`config.mk`:
```
export PLATFORM = sky130hd
export DESIGN_NAME = rotate_sequencer
export DESIGN_NICKNAME = d
export VERILOG_FILES = /design/src/rtl/rotate_sequencer.sv
export SDC_FILE = /design/constraint.sdc
export NUM_CORES = 1
export LEC_CHECK = 0
export ABC_CLOCK_PERIOD_IN_PS = 1500
export BUFFER_PORTS_ARGS = -buffer_cell sky130_fd_sc_hd__buf_2
export CAP_MARGIN = 15
export CORE_AREA = 2 2 63 65
export CTS_BUF_LIST = sky130_fd_sc_hd__clkbuf_8 sky130_fd_sc_hd__clkbuf_16
export DETAILED_ROUTE_END_ITERATION = 10
export DIE_AREA = 0 0 65 67
export HOLD_SLACK_MARGIN = 0.05
export SYNTH_ARGS = -nofsm -noshare
export SYNTH_HDL_FRONTEND = slang
export SYNTH_SLANG_ARGS = --single-unit
export TNS_END_PERCENT = 100
```
`constraint.sdc`:
```
create_clock -name Clock -period 1.5 [get_ports Clock]
set_clock_uncertainty 0.15 [all_clocks]
set_input_delay 0.075 -clock Clock [delete_from_list [all_inputs] [get_ports Clock]]
set_output_delay 0.075 -clock Clock [all_outputs]
set_load 0.1 [all_outputs]
```
`src/rtl/rotate_sequencer.sv`:
```
`timescale 1ns/1ps
`default_nettype none
// ============================================================================
// Module      : rotate_sequencer
// Description : Command-driven sequencer for a WIDTH-bit load/rotate/shift
//               register. Accepts one command over valid/ready, parallel-loads
//               the operand, steps it one position per enabled cycle, then
//               pulses done for one cycle with the final value on q.
//               Optional feature macro: ROTSEQ_PACE_EN (adds step_tick input;
//               steps in SHIFT occur only on edges where step_tick is high).
// Revision    : 1.0 - initial release
// ============================================================================
module rotate_sequencer #(
    parameter int WIDTH = 8,
    parameter int AMT_W = 4
) (
    input  logic             Clock,
    input  logic             Reset_b,
    input  logic             cmd_valid,
    output logic             cmd_ready,
    input  logic [WIDTH-1:0] cmd_data,
    input  logic [AMT_W-1:0] cmd_amount,
    input  logic             cmd_right,
    input  logic             cmd_shift,
`ifdef ROTSEQ_PACE_EN
    input  logic             step_tick,
`endif
    output logic [WIDTH-1:0] q,
    output logic             busy,
    output logic             done
);

    localparam logic [AMT_W-1:0] CNT_ONE = {{(AMT_W-1){1'b0}}, 1'b1};

    typedef enum logic [1:0] {
        S_IDLE  = 2'd0,
        S_SHIFT = 2'd1,
        S_DONE  = 2'd2
    } state_t;

    state_t             state_q;
    logic [WIDTH-1:0]   q_q;
    logic [AMT_W-1:0]   cnt_q;
    logic               right_q;
    logic               shift_q;
    logic               done_q;
    logic [WIDTH-1:0]   step_d;
    logic               step_en;

`ifdef ROTSEQ_PACE_EN
    assign step_en = step_tick;
`else
    assign step_en = 1'b1;
`endif

    // One-position move of the register in the captured direction and mode
    always_comb begin
        step_d = q_q;
        case ({right_q, shift_q})
            2'b10:   step_d = {q_q[0], q_q[WIDTH-1:1]};       // right rotate
            2'b11:   step_d = {1'b0, q_q[WIDTH-1:1]};         // right shift
            2'b00:   step_d = {q_q[WIDTH-2:0], q_q[WIDTH-1]}; // left rotate
            default: step_d = {q_q[WIDTH-2:0], 1'b0};         // left shift
        endcase
    end

    // Control FSM with datapath; done is registered and set on entry to DONE
    always_ff @(posedge Clock) begin
        if (Reset_b) begin
            state_q <= S_IDLE;
            q_q     <= '0;
            cnt_q   <= '0;
            right_q <= 1'b0;
            shift_q <= 1'b0;
            done_q  <= 1'b0;
        end else begin
            case (state_q)
                S_IDLE: begin
                    done_q <= 1'b0;
                    if (cmd_valid) begin
                        q_q     <= cmd_data;
                        cnt_q   <= cmd_amount;
                        right_q <= cmd_right;
                        shift_q <= cmd_shift;
                        if (cmd_amount != '0) begin
                            state_q <= S_SHIFT;
                        end else begin
                            state_q <= S_DONE;
                            done_q  <= 1'b1;
                        end
                    end
                end
                S_SHIFT: begin
                    if (step_en) begin
                        q_q   <= step_d;
                        cnt_q <= cnt_q - CNT_ONE;
                        if (cnt_q == CNT_ONE) begin
                            state_q <= S_DONE;
                            done_q  <= 1'b1;
                        end
                    end
                end
                S_DONE: begin
                    done_q  <= 1'b0;
                    state_q <= S_IDLE;
                end
                default: begin
                    done_q  <= 1'b0;
                    state_q <= S_IDLE;
                end
            endcase
        end
    end

    assign q         = q_q;
    assign done      = done_q;
    assign cmd_ready = (state_q == S_IDLE);
    assign busy      = (state_q != S_IDLE);

endmodule
`default_nettype wire

```
# Word level (Yosys, flattened, before mapping)
# Cells that the tools add are included.
# totals
register_bits	17
input_bits	17
out_inout_bits	11
elab_cells	34
# op_classes
addsub	1
n_eq_ne	6
muxes	13
n_reduce_logical	8
# op_table
operator	n
$pmux W8 S3	1
$pmux W8 S2	1
$mux W8	1
$pmux W4 S2	1
$mux W2	3
$reduce_and A2 Y1	3
$eq A2 B2 Y1 const B	2
$eq A4 B1 Y1 const B	1
$logic_not A2 Y1	2
$mux W4	1
$ne A2 B2 Y1 const B	2
$pmux W2 S2	1
$reduce_bool A2 Y1	2
$reduce_bool A4 Y1	1
$sub A4 B1 Y4 const B	1
$mux W1	3
$eq A2 B1 Y1 const B	1
$pmux W1 S2	1

# Depth between registers and ports, before layout
# logic_depth
word_depth	4
depth_mapped	5
depth_no_buf	5

# Least setup slack after synthesis
# OpenSTA, ideal clock, no wires.
# synth_path
kind	reg-to-output
startpoint	register state_q[1]
endpoint	output cmd_ready
arrival_ns	1.750
required_ns	1.275
slack_ns	-0.475
stages_incl_launch_ff	5
path_buffers	2
path_cell_list	dfxtp_1 > buf_4 > buf_6 > or2_2 > inv_1
# synth_via
elab_chain_cells	1
# synth_lines
item	line_no	text
start, declared	41	state_t state_q;
start signal, assigned	70	state_q <= S_IDLE;
start signal, assigned	86	state_q <= S_SHIFT;
start signal, assigned	88	state_q <= S_DONE;
$logic_not A2 Y1	117	assign cmd_ready = (state_q == S_IDLE);
end, declared	20	output logic cmd_ready,
# No other way between the ends.

# Worst setup path in the final report
# Same ends and word-level chain as after synthesis.

==> flow_metrics.tcl <==
set metrics [dict create \
    insertion_delay_ns 0.25 \
    port-buffer-count 27 \
    grt_pass1_wl_um 4570 \
    worstSetupStartpointType "flip-flop" \
    cts.sink_count 17 \
    die_width_um 65 \
    clock-root-buffer "sky130_fd_sc_hd__clkbuf_8" \
    worst_hold_startpoint "cmd_amount[1]" \
    dominantRegCellSynth "sky130_fd_sc_hd__dfxtp_1" \
    num_vias 1019 \
    setup.worst_path.class "flip-flop to output pin" \
    drv_slew 0 \
    post_synth_num_cell_types 42 \
    swShare_pct 40.8 \
    setup_viol 0 \
    internal-power_mw 0.932 \
    antenna_found_initial 0 \
    power.density_cell_area_nw_per_um2 1020 \
    avgRoutedWirePerCell_um 13.5 \
    post_drt_via_cell_ratio 4.97 \
    maximum_number_of_pins_on_one_net_before_global_route_repair 18 \
    finalNetCount 177 \
    logic_gate_share_of_total_power_pct 42.6 \
    cp_data_arrival_time_ns 1.25 \
    synthesis.area_um2 1090 \
    drt-initial-drc-count 22 \
    maxCapViolations 0 \
    route.met3.wl_um 116 \
    timing.critical_path.fanout_max 4 \
    worstReg2RegEnd "q[1]$_SDFFE_PP0P_" \
    met1_wire_length_um 1210 \
    gr-total-overflow 0 \
    p_clk_share_pct 21.9 \
    detail-route-antenna-nets 0 \
    register_to_register_path_depth 4 \
    outcome "finished, final reports clean" \
    worst_pin_slew_ns 0.487 \
    core_area_um2 3610 \
    wl_um 2760 \
    grt_pass1_vias 1048 \
    place_congestion 0.727 \
    clk_transition_reported_paths_ns 0.07 \
    ys_seq_elements 17 \
    htree_num_levels 1 \
    floorplan.die.height_um 67 \
    rsz0062_at_grt "yes" \
    starting_density_of_the_core_pct 30.3 \
    syn-mean-instance-area_um2 9.66 \
    rrSetupSlack_ns 0.04 \
    worst_slew_margin_relative_to_its_limit_pct 67.7 \
    finish.cell_count_without_fillers 205 \
    whs_path_depth 4 \
    utilization_pct 42.7 \
    syn-instance-count 113 \
    setup-tns-final_ns 0 \
    design.die.area_um2 4360 \
    antenna_cells_inserted 0 \
    drc_errors 0 \
    cts_made_buffers 3 \
    hold_path_end "done$_SDFFE_PP0P_" \
    required_ns 1.27 \
    most_common_cell_after_layout_fill_and_taps_aside "sky130_fd_sc_hd__buf_2" \
    post_synthesis_net_count 132 \
    async_flop_share_pct 0 \
    layout.cells.most_common_list "25 x sky130_fd_sc_hd__buf_2, 11 x sky130_fd_sc_hd__nor2_1, 11 x sky130_fd_sc_hd__buf_4" \
    regToRegStartpoint "right_q$_SDFFE_PP0P_" \
    seq_power_share_pct 35.5 \
    setup_slack_ns 0.0225 \
    synth_edf_count 0 \
    dp.cells 189 \
    hold_slack_ns 0.0279 \
    dp.final_hpwl_um 1910 \
    finalHoldViolCount 0 \
    hold_path.class "input pin to flip-flop" \
    fmaxAchievable_mhz 677 \
    detailedRoute.firstPassIterationCount 4 \
    yosys_warnings 0 \
    layout-area-overhead-vs-synth_pct 41.3 \
    global_route.usage.total_pct 13.7 \
    drive_gt1_share_pct 49.7 \
    ctsLongestPathBuffers 2 \
    worstSetupEndpointType "output pin" \
    finalWorstPathRequiredPeriod_ns 1.48 \
    met2WireLength_um 1410 \
    boundaryPins 28 \
    leakage_nw 0.646 \
    vdd_drop_max_mv 0.641 \
    portion_of_the_post_synthesis_area_used_by_sequential_elements_pct 31.2 \
    num_rows 22 \
    period_share_pct 98.5 \
    power.net_switching_mw 0.641 \
    tritoncts "yes" \
    pre_cts_slack_ns 0.0738 \
    highest-signal-layer "met4" \
]
==> flip-flops by register name, summed over array words and instances (netlist names) <==
signal   flops
q            8
cnt_q        4
state_q      2
done         1
right_q      1
shift_q      1
==> power groups by stage <==
| stage | clock [mW] | sequential [mW] | combinational (mW) |
|---|---|---|---|
| 6_report | 0.344 | 0.559 | 0.670 |
| 4_1_cts | 0.357 | 0.556 | 0.664 |
| 3_3_place_gp | 0 | 0.567 | 0.626 |
| 3_5_place_dp | 0 | 0.569 | 0.635 |
| 5_1_grt | 0.375 | 0.566 | 0.712 |
| 2_1_floorplan | 0 | 0.737 | 0.312 |
==> repair_timing <==
| item | 4_1_cts | 5_1_grt |
|---|---|---|
| gates resized for setup | 3 | 4 |
| setup buffers | 2 | 0 |
| hold buffers | 10 | 0 |
| endpoints found under the hold margin | 11 | 0 |
| setup endpoints to repair | 1 | 6 |
| pin swaps | 0 | 3 |
==> cell type report <==
| cell class | instances | area, µm² |
|---|---|---|
| fill | 378 | 2060 |
| inverter | 7 | 30.0 |
| multi-input combinational | 80 | 682 |
| sequential | 17 | 357 |
| clock inverter | 1 | 3.75 |
| clock buffer | 3 | 41.3 |
| tap | 48 | 60.1 |
| timing repair buffer | 49 | 368 |
==> how the worst max path moves through the flow <==
stage	startpoint	end
final	state_q[1]$_SDFFE_PP0P_	cmd_ready
after global routing	state_q[0]$_SDFFE_PP0P_	cmd_ready
after CTS	state_q[0]$_SDFFE_PP0P_	cmd_ready
after detailed placement	right_q$_SDFFE_PP0P_	q[1]$_SDFFE_PP0P_
after global placement	state_q[0]$_SDFFE_PP0P_	cnt_q[2]$_SDFFE_PP0P_
after floorplan	state_q[1]$_SDFFE_PP0P_	cmd_ready
==> synthesized netlist by cell type (2+ instances only) <==
cell,n,area [µm²]
sky130_fd_sc_hd__nand2b_1,3,18.8
sky130_fd_sc_hd__a221oi_2,6,90.1
sky130_fd_sc_hd__o21ai_1,3,15.0
sky130_fd_sc_hd__mux2i_1,2,20.0
sky130_fd_sc_hd__nor2b_1,2,12.5
sky130_fd_sc_hd__a21oi_1,4,20.0
sky130_fd_sc_hd__nand3b_1,3,22.5
sky130_fd_sc_hd__buf_6,2,22.5
sky130_fd_sc_hd__nor3b_2,2,25.0
sky130_fd_sc_hd__a31oi_1,2,12.5
sky130_fd_sc_hd__o21ai_0,2,10.0
sky130_fd_sc_hd__nor4_1,2,12.5
sky130_fd_sc_hd__inv_1,7,26.3
sky130_fd_sc_hd__buf_2,3,15.0
sky130_fd_sc_hd__nor3_2,6,60.1
sky130_fd_sc_hd__mux2_4,5,75.1
sky130_fd_sc_hd__ha_1,2,25.0
sky130_fd_sc_hd__nor2_1,11,41.3
sky130_fd_sc_hd__dfxtp_1,17,340
sky130_fd_sc_hd__a211oi_1,2,15.0
sky130_fd_sc_hd__nand2_1,4,15.0
sky130_fd_sc_hd__buf_4,3,22.5
==> per-layer routing <==
| metal | up-vias | global-route usage [%] |
|---|---|---|
| li1 | 505 | - |
| met1 | 491 | 14.5 |
| met2 | 21 | 26.3 |
| met3 | 2 | 3.55 |
| met4 | 0 | 3.99 |
| met5 | - | 0 |
==> metrics by stage <==
step	cell area, µm²	total power [mW]
after floorplan	1110	1.05
after global placement	1360	1.19
after detailed placement	1360	1.20
after CTS	1520	1.58
after global routing	1540	1.65
final	1540	1.57
==> critical path, cell delays in order (launching register included) <==
cell and delay [ns]:
sky130_fd_sc_hd__dfxtp_4 0.34, sky130_fd_sc_hd__buf_4 0.14, sky130_fd_sc_hd__or2_4 0.27, sky130_fd_sc_hd__clkinvlp_4 0.08, sky130_fd_sc_hd__buf_12 0.16
==> kinds of logic (layout without fill, tap and decap cells) <==
kind of cell / after synthesis / count (layout) / share of synthesized area (%)
fa+ha+maj: 2 / 2 / 2.29
mux: 8 / 8 / 9.75
compound gates: 31 / 31 / 25.6
simple gates: 39 / 39 / 22.9
flops: 17 / 17 / 31.2
buf+inv: 16 / 60 / 8.26
Power figures use the tool's default switching activity.
